[src/rtl/counter_ctrl_if.sv]
// Button inputs and datapath command outputs of counter_ctrl, bundled for the port list.
// inc/dec/clr/tick are single-cycle strobes with no ready: the datapath must accept any cycle they are high.
interface counter_ctrl_if;
  logic [3:0] buttons;
  logic       inc;
  logic       dec;
  logic       clr;
  logic       tick;
  logic [1:0] mode;

  modport master (output buttons, input inc, dec, clr, tick, mode);
  modport slave  (input buttons, output inc, dec, clr, tick, mode);
endinterface

[src/rtl/counter_ctrl.sv]
// Button front end, run-mode FSM and auto-step timer driving a 4-bit up/down counter datapath.
// Priority per cycle: clear edge, up edge, down edge, auto-step (auto-step may wait one-deep).
module counter_ctrl #(
  parameter int CYCLES_PER_SECOND = 125_000_000
) (
  input  logic           clk,
  input  logic           rst_n,
  counter_ctrl_if.slave  bus
);

  localparam int            CW   = $clog2(CYCLES_PER_SECOND);
  localparam logic [CW-1:0] LAST = CW'(CYCLES_PER_SECOND - 1);

  typedef enum logic [1:0] {
    IDLE     = 2'b00,
    RUN_UP   = 2'b01,
    RUN_DOWN = 2'b10
  } state_e;

  state_e        state_q, state_d;
  logic [3:0]    sync1_q, sync1_d;
  logic [3:0]    sync2_q, sync2_d;
  logic [3:0]    prev_q, prev_d;
  logic [3:0]    arm_q, arm_d;
  logic [1:0]    fill_q, fill_d;
  logic [CW-1:0] cnt_q, cnt_d;
  logic          pend_q, pend_d;
  logic          inc_q, inc_d;
  logic          dec_q, dec_d;
  logic          clr_q, clr_d;
  logic          tick_q, tick_d;

  logic [3:0]    edges;
  logic          clr_edge, up_edge, dn_edge, mode_edge;
  logic          running, wrap, manual;

  always_comb begin
    sync1_d   = bus.buttons;
    sync2_d   = sync1_q;
    prev_d    = sync2_q;
    fill_d    = (fill_q == 2'd2) ? 2'd2 : fill_q + 2'd1;
    // A bit only arms after the synchronizer holds real post-reset data that is low,
    // so a button held through reset release never looks like a fresh press.
    arm_d     = arm_q | ((fill_q == 2'd2) ? ~sync2_q : 4'b0000);

    edges     = sync2_q & ~prev_q & arm_q;
    up_edge   = edges[0];
    dn_edge   = edges[1];
    mode_edge = edges[2];
    clr_edge  = edges[3];
    manual    = clr_edge | up_edge | dn_edge;

    state_d = state_q;
    if (mode_edge) begin
      case (state_q)
        IDLE:     state_d = RUN_UP;
        RUN_UP:   state_d = RUN_DOWN;
        RUN_DOWN: state_d = IDLE;
        default:  state_d = IDLE;
      endcase
    end

    running = (state_q != IDLE);
    wrap    = running && (cnt_q == LAST) && !mode_edge && !clr_edge;

    if (!running || mode_edge || clr_edge) begin
      cnt_d = '0;
    end else if (wrap) begin
      cnt_d = '0;
    end else begin
      cnt_d = cnt_q + CW'(1);
    end

    tick_d = wrap;
    inc_d  = 1'b0;
    dec_d  = 1'b0;
    clr_d  = 1'b0;
    pend_d = pend_q;

    if (clr_edge) begin
      clr_d = 1'b1;
    end else if (up_edge) begin
      inc_d = 1'b1;
    end else if (dn_edge) begin
      dec_d = 1'b1;
    end else if (!mode_edge && (pend_q || wrap)) begin
      // If a fresh auto-step meets a pending one, only one issues; the other is discarded.
      inc_d = (state_q == RUN_UP);
      dec_d = (state_q == RUN_DOWN);
    end

    if (mode_edge || clr_edge) begin
      pend_d = 1'b0;
    end else if (manual) begin
      pend_d = pend_q | wrap;
    end else if (pend_q || wrap) begin
      pend_d = 1'b0;
    end
  end

  always_ff @(posedge clk) begin
    if (!rst_n) begin
      state_q <= IDLE;
      sync1_q <= '0;
      sync2_q <= '0;
      prev_q  <= '0;
      arm_q   <= '0;
      fill_q  <= '0;
      cnt_q   <= '0;
      pend_q  <= 1'b0;
      inc_q   <= 1'b0;
      dec_q   <= 1'b0;
      clr_q   <= 1'b0;
      tick_q  <= 1'b0;
    end else begin
      state_q <= state_d;
      sync1_q <= sync1_d;
      sync2_q <= sync2_d;
      prev_q  <= prev_d;
      arm_q   <= arm_d;
      fill_q  <= fill_d;
      cnt_q   <= cnt_d;
      pend_q  <= pend_d;
      inc_q   <= inc_d;
      dec_q   <= dec_d;
      clr_q   <= clr_d;
      tick_q  <= tick_d;
    end
  end

  assign bus.inc  = inc_q;
  assign bus.dec  = dec_q;
  assign bus.clr  = clr_q;
  assign bus.tick = tick_q;
  assign bus.mode = state_q;

endmodule

[src/flat_wrapper.sv]
// flat-port wrapper written by rule: the top's interface ports become plain ports
module counter_ctrl_flat 
#(
  parameter int CYCLES_PER_SECOND = 125_000_000
)
  (clk, rst_n, bus_buttons, bus_inc, bus_dec, bus_clr, bus_tick, bus_mode);
  counter_ctrl_if bus_i ();
  input  logic clk;
  input  logic rst_n;
  input wire logic [$bits(bus_i.buttons)-1:0] bus_buttons;
  output wire logic [$bits(bus_i.inc)-1:0] bus_inc;
  output wire logic [$bits(bus_i.dec)-1:0] bus_dec;
  output wire logic [$bits(bus_i.clr)-1:0] bus_clr;
  output wire logic [$bits(bus_i.tick)-1:0] bus_tick;
  output wire logic [$bits(bus_i.mode)-1:0] bus_mode;
  assign bus_i.buttons = bus_buttons;
  assign bus_inc = bus_i.inc;
  assign bus_dec = bus_i.dec;
  assign bus_clr = bus_i.clr;
  assign bus_tick = bus_i.tick;
  assign bus_mode = bus_i.mode;
  counter_ctrl #(.CYCLES_PER_SECOND(CYCLES_PER_SECOND)) u_core (.clk(clk), .rst_n(rst_n), .bus(bus_i));
endmodule
[config.mk]
export PLATFORM = sky130hd
export DESIGN_NAME = counter_ctrl_flat
export DESIGN_NICKNAME = d
export VERILOG_FILES = /design/src/rtl/counter_ctrl_if.sv /design/src/rtl/counter_ctrl.sv /design/src/flat_wrapper.sv
export SDC_FILE = /design/constraint.sdc
export NUM_CORES = 1
export LEC_CHECK = 0
export CAP_MARGIN = 20
export CORE_ASPECT_RATIO = 1.1
export CORE_MARGIN = 2
export CORE_UTILIZATION = 58
export DETAILED_ROUTE_END_ITERATION = 10
export PLACE_DENSITY = 0.78
export SETUP_SLACK_MARGIN = 0.3
export SLEW_MARGIN = 20
export SYNTH_ARGS = -nofsm -noshare
export SYNTH_HDL_FRONTEND = slang
export SYNTH_SLANG_ARGS = --single-unit
[constraint.sdc]
create_clock -name clk -period 2.5 [get_ports clk]
set_input_delay 0.5 -clock clk [delete_from_list [all_inputs] [get_ports clk]]
set_output_delay 0.5 -clock clk [all_outputs]
set_load 0.01 [all_outputs]
-- Word-level counts from Yosys, hierarchy flattened
Index checks and enable logic that the tools add are counted.
- register bits after elaboration: 52
- latch bits: 0
- bits in writable memories: 0
- ROM bits: 0
- input bits: 6
- output and inout bits: 6
- word-level logic and storage cells: 58
- memories kept: 0
- add/subtract/negate cells: 2
- $mul: 0
- divide/modulo/power cells: 0
- $lt $le $gt $ge: 0
- equal/unequal tests: 4
- shifts and indexed selects: 0
- muxes and demuxes: 11
- bitwise gates (word level): 9
- reduce and logical (&&, ||, !) cells: 19
- operator list (kind ; number):
    adder 27 x 1 -> 27 bit, second input constant ; 1
    equality test 27 bit, second input constant ; 1
    AND 4 bit ; 2
    two-way mux 1 bit ; 8
    inverter 4 bit ; 2
    OR reduction 2 bit ; 3
    OR reduction 3 bit ; 2
    equality test 2 bit, second input constant ; 2
    logical AND 1 bit ; 4
    logical OR 1 bit ; 4
    two-way mux 4 bit ; 1
    bitwise OR 4 bit ; 1
    case mux 2 bit (2 select lines) ; 1
    nonzero test 2 bit ; 2
    zero test 1 bit ; 3
    bitwise OR 1 bit ; 3
    adder 2 x 1 -> 2 bit, second input constant ; 1
    equality test 2 x 1 -> 1 bit, second input constant ; 1
    zero test 2 bit ; 1
    two-way mux 2 bit ; 1
    inverter 1 bit ; 1

-- Logic depth before layout (Yosys ltp)
Gate-level depths: netlist of run 1.
- depth after elaboration: 11
- depth in mapped cells: 7
- mapped depth without buffers: 5

-- Least setup slack after synthesis of run 1
No wires, ideal clock.
- path kind: register -> register
- from: register u_core.cnt_q[13]
- to: register u_core.dec_q, in the netlist u_core.bus.dec
- library setup time: 0.079 ns
- data arrival time: 1.998 ns
- data required time: 2.421 ns
- slack: 0.422 ns
- cell stages (with the launch flop): 5
- path buffers: 0
- period minus slack after synthesis: 2.078 ns
- path through: dfxtp_1 > or4b_1 > or4_4 > or4_1 > a211oi_2
- word-level cells in the longest chain between the ends: 8
- ends and longest elaborated chain (element ; line ; source):
    from (decl) ; counter_ctrl.sv:26 ; logic [CW-1:0] cnt_q, cnt_d;
    from (signal assigned) ; counter_ctrl.sv:122 ; cnt_q <= cnt_d;
    equality test 27 bit ; counter_ctrl.sv:64 ; wrap = running && (cnt_q == LAST) && !mode_edge && !clr_edge;
    logical AND 1 bit (3 in a row) ; counter_ctrl.sv:64 ;
    logical OR 1 bit ; counter_ctrl.sv:86 ; end else if (!mode_edge && (pend_q || wrap)) begin
    logical AND 1 bit ; counter_ctrl.sv:86 ;
    two-way mux 1 bit ; counter_ctrl.sv:86 ;
    two-way mux 1 bit ; counter_ctrl.sv:84 ; end else if (dn_edge) begin
    to (signal assigned) ; counter_ctrl.sv:112 ; dec_q <= 1'b0;
    to (signal assigned) ; counter_ctrl.sv:125 ; dec_q <= dec_d;
    to (decl) ; counter_ctrl.sv:29 ; logic dec_q, dec_d;
No other way between the ends.
A chain may end at the register's enable or synchronous reset.

-- Worst setup path in the final report of run 1
Ends and elaborated chain as after synthesis.

==> results of run 1 <==
==> cells in the mapped netlist <==
cell type | instances | area (um^2)
a211oi_1 | 12 | 90.09
a211oi_2 | 1 | 12.51
a21oi_1 | 3 | 15.01
and2_1 | 15 | 93.84
and3_1 | 3 | 18.77
and3_2 | 1 | 7.510
and3b_1 | 1 | 8.760
and4_1 | 5 | 43.79
and4_2 | 1 | 10.01
buf_4 | 2 | 15.01
clkbuf_1 | 9 | 33.78
dfxtp_1 | 52 | 1041
ha_1 | 2 | 25.02
inv_1 | 4 | 15.01
nand2_1 | 10 | 37.54
nand2b_1 | 1 | 6.260
nand3_1 | 11 | 55.05
nand3b_1 | 1 | 7.510
nand3b_2 | 1 | 11.26
nand4_1 | 9 | 56.30
nand4bb_1 | 1 | 11.26
nor2_1 | 6 | 22.52
nor2b_1 | 7 | 43.79
nor3_1 | 16 | 80.08
nor3b_1 | 5 | 37.54
nor3b_2 | 1 | 12.51
nor4_1 | 1 | 6.260
nor4b_1 | 1 | 8.760
o2111ai_1 | 1 | 8.760
o21a_1 | 5 | 37.54
o21ai_0 | 9 | 45.04
o31ai_1 | 5 | 37.54
o41ai_1 | 2 | 17.52
or2b_1 | 1 | 7.510
or3_1 | 5 | 31.28
or3_2 | 2 | 15.01
or4_1 | 7 | 52.55
or4_4 | 1 | 11.26
or4b_1 | 1 | 10.01
or4b_2 | 2 | 20.02
xnor2_1 | 2 | 17.52
xor2_1 | 11 | 96.34
==> critical path: cells and delay by family, from the launching register on <==
family           cells  cell delay (ns)
AND/OR/NAND/NOR      3             1.54
flip-flops           1             0.35
AO/OA/AOI/OAI        1             0.21
==> what timing repair did <==
| item | CTS | global route |
|---|---|---|
| setup endpoints to repair | 0 | 3 |
| buffers inserted | 0 | 3 |
| gates resized for setup | 0 | 3 |
==> cells by family (layout without fill, tap and decap cells) <==
kind of cell | after synthesis | in the layout
AND/OR/NAND/NOR | 116 | 116
XOR/XNOR | 13 | 13
buffers and inverters | 15 | 35
flip-flops | 52 | 52
AO/OA/AOI/OAI | 38 | 38
adder cells (fa/ha/maj) | 2 | 2
==> metal layers <==
metal,GRT usage [%],up-vias,share of wire (%)
met3,4.241,7,3.0
met2,31.44,30,46
met4,8.213,0,1.4
met1,28.17,825,50
li1,-,917,-
met5,0,-,0
==> flip-flops by register name, summed over array words and instances (netlist names) <==
name             cells
u_core.cnt_q        27
u_core.arm_q         4
u_core.prev_d        4
u_core.prev_q        4
u_core.sync1_q       4
u_core.bus.mode      2
u_core.fill_q        2
u_core.bus.clr       1
u_core.bus.dec       1
u_core.bus.inc       1
u_core.bus.tick      1
u_core.pend_q        1
==> worst max-delay path by stage <==
stage	slack [ns]	endpoint	startpoint
floorplan	0.42	u_core.bus.dec	u_core.cnt_q[13]
global placement	0.36	u_core.bus.dec	u_core.cnt_q[13]
detailed placement	0.35	u_core.bus.dec	u_core.cnt_q[13]
CTS	0.33	u_core.bus.dec	u_core.cnt_q[13]
global route	0.28	u_core.bus.dec	u_core.cnt_q[10]
finish	0.34	u_core.bus.dec	u_core.cnt_q[13]
==> layout make-up <==
type                       instances  area share [%]
tap                               50           2.439
sequential                        52           40.63
clock inverter                     3          0.8780
clock buffer                       5           2.683
multi-input combinational        169           44.98
timing repair buffer              23           7.805
inverter                           4          0.5854
==> power by group <==
group	internal, mW	total, mW	switching [mW]
Sequential	0.851	0.862	0.0107
Clock	0.201	0.481	0.280
Combinational	0.0318	0.0545	0.0226
==> per-stage QoR <==
| stage | cell area (um^2) | std cells | setup slack [ns] | utilization (%) |
|---|---|---|---|---|
| after global routing | 2565 | 306 | 0.2780 | 69.63 |
| after detailed placement | 2432 | 295 | 0.3462 | 66.03 |
| final | 2565 | 306 | 0.3388 | 69.63 |
| after floorplan | 2235 | 236 | 0.4224 | - |
| after CTS | 2524 | 303 | 0.3279 | 68.51 |
| after global placement | 2432 | 295 | 0.3618 | 66.03 |
==> impl_metrics.py, run 1 <==
metrics = {
    "setup_path": {
        "crit_fanout": 6,
        "slowest_stage": "or4_1",
        "worstRegToRegCells": 4,
        "critPathCaptureType": "register",
        "max_stage_delay_ns": 0.55,
        "critPathKind": "reg -> reg",
        "r2r_setup_slack_ns": 0.34,
        "timing.rr.end": "u_core.bus.dec",
        "crit_arrival_ns": 2.40,
        "crit_required_ns": 2.74,
        "reg2reg_from": "u_core.cnt_q[13]",
        "crit_chain": "or4b_1 -> or4_4 -> or4_1 -> a211oi_2",
        "startpoint_type": "register",
    },
    "power": {
        "ir_worst_vdd_mv": 0.4476,
        "powerDensity_nw_per_um2": 544.6,
        "leakagePower_nw": 0.8256,
        "p_total_mw": 1.397,
    },
    "place": {
        "port_buffers": 11,
        "dpl.hpwl_um": 2955,
        "gp_congestion": 0.8333,
    },
    "synth": {
        "synth_xor_area_share_pct": 5.095,
        "yosys.area_share.simple_pct": 32.53,
        "synth_top_family_by_area": "simple AND/OR/NAND/NOR gates",
        "ys_seq_area_share_pct": 46.58,
        "synth_area_um2": 2235,
        "syn-num-nets": 244,
        "synth-compound-area-share_pct": 11.81,
        "synth_cells": 236,
        "avgSynthCellArea_um2": 9.469,
        "synth_fa_ha_area_share_pct": 1.120,
        "synth_seq_cells": 52,
        "muxShareOfSynthArea_pct": 0,
        "yosysUniqueCellTypes": 42,
        "yosys_warnings": 0,
    },
    "timing": {
        "tightest_slew_ns": 0.3394,
        "setup_violations": 0,
        "finalCriticalPeriod_ns": 2.161,
        "max_freq_ghz": 0.4627,
        "slew_headroom_pct": 77.29,
        "finalCritPeriodShare_pct": 86.45,
        "finalHoldViolations": 0,
        "holdWs_ns": 0.4265,
        "skew_ns": 0.01079,
        "finalSetupTns_ns": 0,
        "slew_viol_final": 0,
        "rsz0062_at_grt": "yes",
    },
    "routing": {
        "drc": 0,
        "first_iter_violations": 139,
        "wl_um": 4209,
        "via_per_inst": 5.814,
        "post_drt_wl_per_cell_um": 13.75,
        "via_count": 1779,
        "ant_nets": 0,
        "dr.pass1.iters": 4,
    },
    "hold_path": {
        "min_to": "u_core.fill_q[0]",
        "min_path_type": "reg -> reg",
        "hp-start": "u_core.fill_q[0]",
        "hold_depth": 1,
    },
    "layout": {
        "multi_input_area_um2": 1154,
        "syn_to_final_growth_pct": 14.78,
        "layout_common_cells": "dfxtp_1, nor3_1, and2_1",
        "fillers": 321,
        "n_antenna_cell": 0,
        "drive_above_1_share_pct": 13.28,
        "final-seq-area_um2": 1042,
        "finalNetCount": 263,
        "layout_commonest_cell": "dfxtp_1",
    },
    "clocking": {
        "cts_inserted_buffers": 5,
        "cts_tree": "built",
        "path_clk_slew_ns": 0.10,
        "cts_sinks": 52,
        "clk_latency_ns": 0.31,
        "cts_root_buf": "clkbuf_8",
        "clk_path_buf_depth": 2,
        "htree_levels": 2,
        "cts_hold_buf": 0,
    },
    "floorplanning": {
        "die_x_um": 63.18,
        "boundaryPins": 12,
        "core_region_area_um2": 3684,
        "start_util_pct": 60.67,
        "rows": 23,
        "dieArea_um2": 4366,
        "fp.dieH_um": 69.10,
    },
    "global_route": {
        "grt_pass1_vias": 1602,
        "antenna_found_initial": 0,
        "grt_pass1_wl_um": 7238,
        "grt_max_degree": 29,
        "track_usage_pct": 20.48,
        "overflow": 0,
    },
    "run": {
        "drv_cap": 0,
    },
    "outcome": {
        "status": "finished, final reports clean",
    },
}
(Power assumes the default switching activity.)
==> inputs of run 2 (changes only) <==
CELL_PAD_IN_SITES_DETAIL_PLACEMENT = 0   (was not set)
CELL_PAD_IN_SITES_GLOBAL_PLACEMENT = 2   (was not set)
CORE_UTILIZATION = 37   (was 58)
PLACE_DENSITY = not set   (was 0.78)
PLACE_DENSITY_LB_ADDON = 0.1   (was not set)
==> impl_metrics.py, run 2 (synthesized netlist as in run 1, its figures left out) <==
metrics = {
    "outcome": {
        "status": "finished, final reports clean",
    },
    "routing": {
        "dr.pass1.iters": 4,
        "first_iter_violations": 79,
        "via_per_inst": 5.322,
        "ant_nets": 0,
        "wl_um": 4506,
        "drc": 0,
        "post_drt_wl_per_cell_um": 13.57,
        "via_count": 1767,
    },
    "floorplanning": {
        "rows": 29,
        "boundaryPins": 12,
        "core_region_area_um2": 5806,
        "fp.dieH_um": 85.51,
        "start_util_pct": 38.49,
        "die_x_um": 78.10,
        "dieArea_um2": 6678,
    },
    "clocking": {
        "clk_path_buf_depth": 2,
        "path_clk_slew_ns": 0.10,
        "cts_root_buf": "clkbuf_8",
        "cts_inserted_buffers": 5,
        "cts_tree": "built",
        "clk_latency_ns": 0.31,
        "htree_levels": 2,
        "cts_sinks": 52,
    },
    "global_route": {
        "antenna_found_initial": 0,
        "grt_pass1_wl_um": 7969,
        "overflow": 0,
        "grt_max_degree": 29,
        "track_usage_pct": 14.86,
        "grt_pass1_vias": 1726,
    },
    "layout": {
        "layout_common_cells": "dfxtp_1, nor3_1, and2_1",
        "fillers": 603,
        "n_antenna_cell": 0,
        "stdcell_area_um2": 2604,
        "finalNetCount": 262,
        "syn_to_final_growth_pct": 16.52,
        "drive_above_1_share_pct": 13.73,
        "top_register": "u_core.cnt_q",
        "layout_commonest_cell": "dfxtp_1",
        "largest_reg_flops": 27,
    },
    "timing": {
        "holdWs_ns": 0.4348,
        "slew_headroom_pct": 79.06,
        "worst_slack_ns": 0.3295,
        "skew_ns": 0.007305,
        "tightest_slew_ns": 0.3130,
        "finalCriticalPeriod_ns": 2.171,
        "setup_violations": 0,
        "rsz0062_at_grt": "no",
        "finalHoldViolations": 0,
        "finalSetupTns_ns": 0,
        "slew_viol_final": 0,
        "finalCritPeriodShare_pct": 86.82,
        "max_freq_ghz": 0.4607,
    },
    "setup_path": {
        "crit_arrival_ns": 2.40,
        "r2r_setup_slack_ns": 0.33,
        "critPathKind": "reg -> reg",
        "critPathCaptureType": "register",
        "crit_fanout": 4,
        "crit_required_ns": 2.73,
        "startpoint_type": "register",
    },
    "place": {
        "place_area_um2": 2459,
        "gp_congestion": 0.8484,
        "dp_worst_setup_slack_ns": 0.2803,
        "port_buffers": 11,
        "dpl.hpwl_um": 3246,
    },
    "hold_path": {
        "min_path_type": "reg -> reg",
    },
    "power": {
        "leakagePower_nw": 0.8248,
        "powerDensity_nw_per_um2": 541.6,
        "ir_worst_vdd_mv": 0.2834,
        "p_total_mw": 1.410,
    },
    "run": {
        "drv_cap": 0,
    },
}
[run 2: worst paths after layout]
kind / startpoint / end / cells after the start
max: u_core.cnt_q[13] / u_core.bus.dec / 4
min: u_core.fill_q[0] / u_core.fill_q[0] / 1
max reg2reg: u_core.cnt_q[13] / u_core.bus.dec / 4
min reg2reg: u_core.fill_q[0] / u_core.fill_q[0] / 1
[run 2: stage by stage]
stage               utilization [%]  instances
floorplan                         -        236
global placement              42.35        321
detailed placement            42.35        321
CTS                           44.05        329
global route                  44.85        332
finish                        44.85        332
[run 2: power by group]
group          internal, mW  switching (mW)  leakage (nW)
sequential            0.850          0.0109         0.423
clock                 0.204           0.291        0.0452
combinational        0.0317          0.0226         0.356
total                  1.09           0.324         0.825
[run 2: timing repair]
item / in CTS / in global routing
setup endpoints to repair: 1 / 6
buffers inserted: 0 / 3
hold buffers: 0 / 0
pin swaps: 0 / 4
endpoints found under the hold margin: 0 / 0
gates resized for setup: 2 / 4
[run 2: worst max-delay path, stage by stage, from the launching register on]
cell and delay [ns]:
dfxtp_4 0.37, or4b_4 0.54, or4_4 0.56, or4_4 0.43, a211oi_2 0.19
[run 2: layout make-up]
class / instances / area, um^2 / share of cell area (%)
sequential: 52 / 1046 / 40.17
tap: 77 / 96.34 / 3.700
clock inverter: 3 / 25.02 / 0.9611
inverter: 4 / 15.01 / 0.5766
multi-input combinational: 169 / 1160 / 44.55
timing repair buffer: 22 / 192.7 / 7.400
clock buffer: 5 / 68.82 / 2.643
[run 2: routing by layer]
| metal | vias to the layer above | GRT usage [%] | wire length [um] |
|---|---|---|---|
| met2 | 16 | 26.02 | 2313 |
| met4 | 0 | 4.306 | 51 |
| met5 | - | 0 | 0 |
| li1 | 904 | - | - |
| met1 | 842 | 17.98 | 2023 |
| met3 | 5 | 3.895 | 118 |
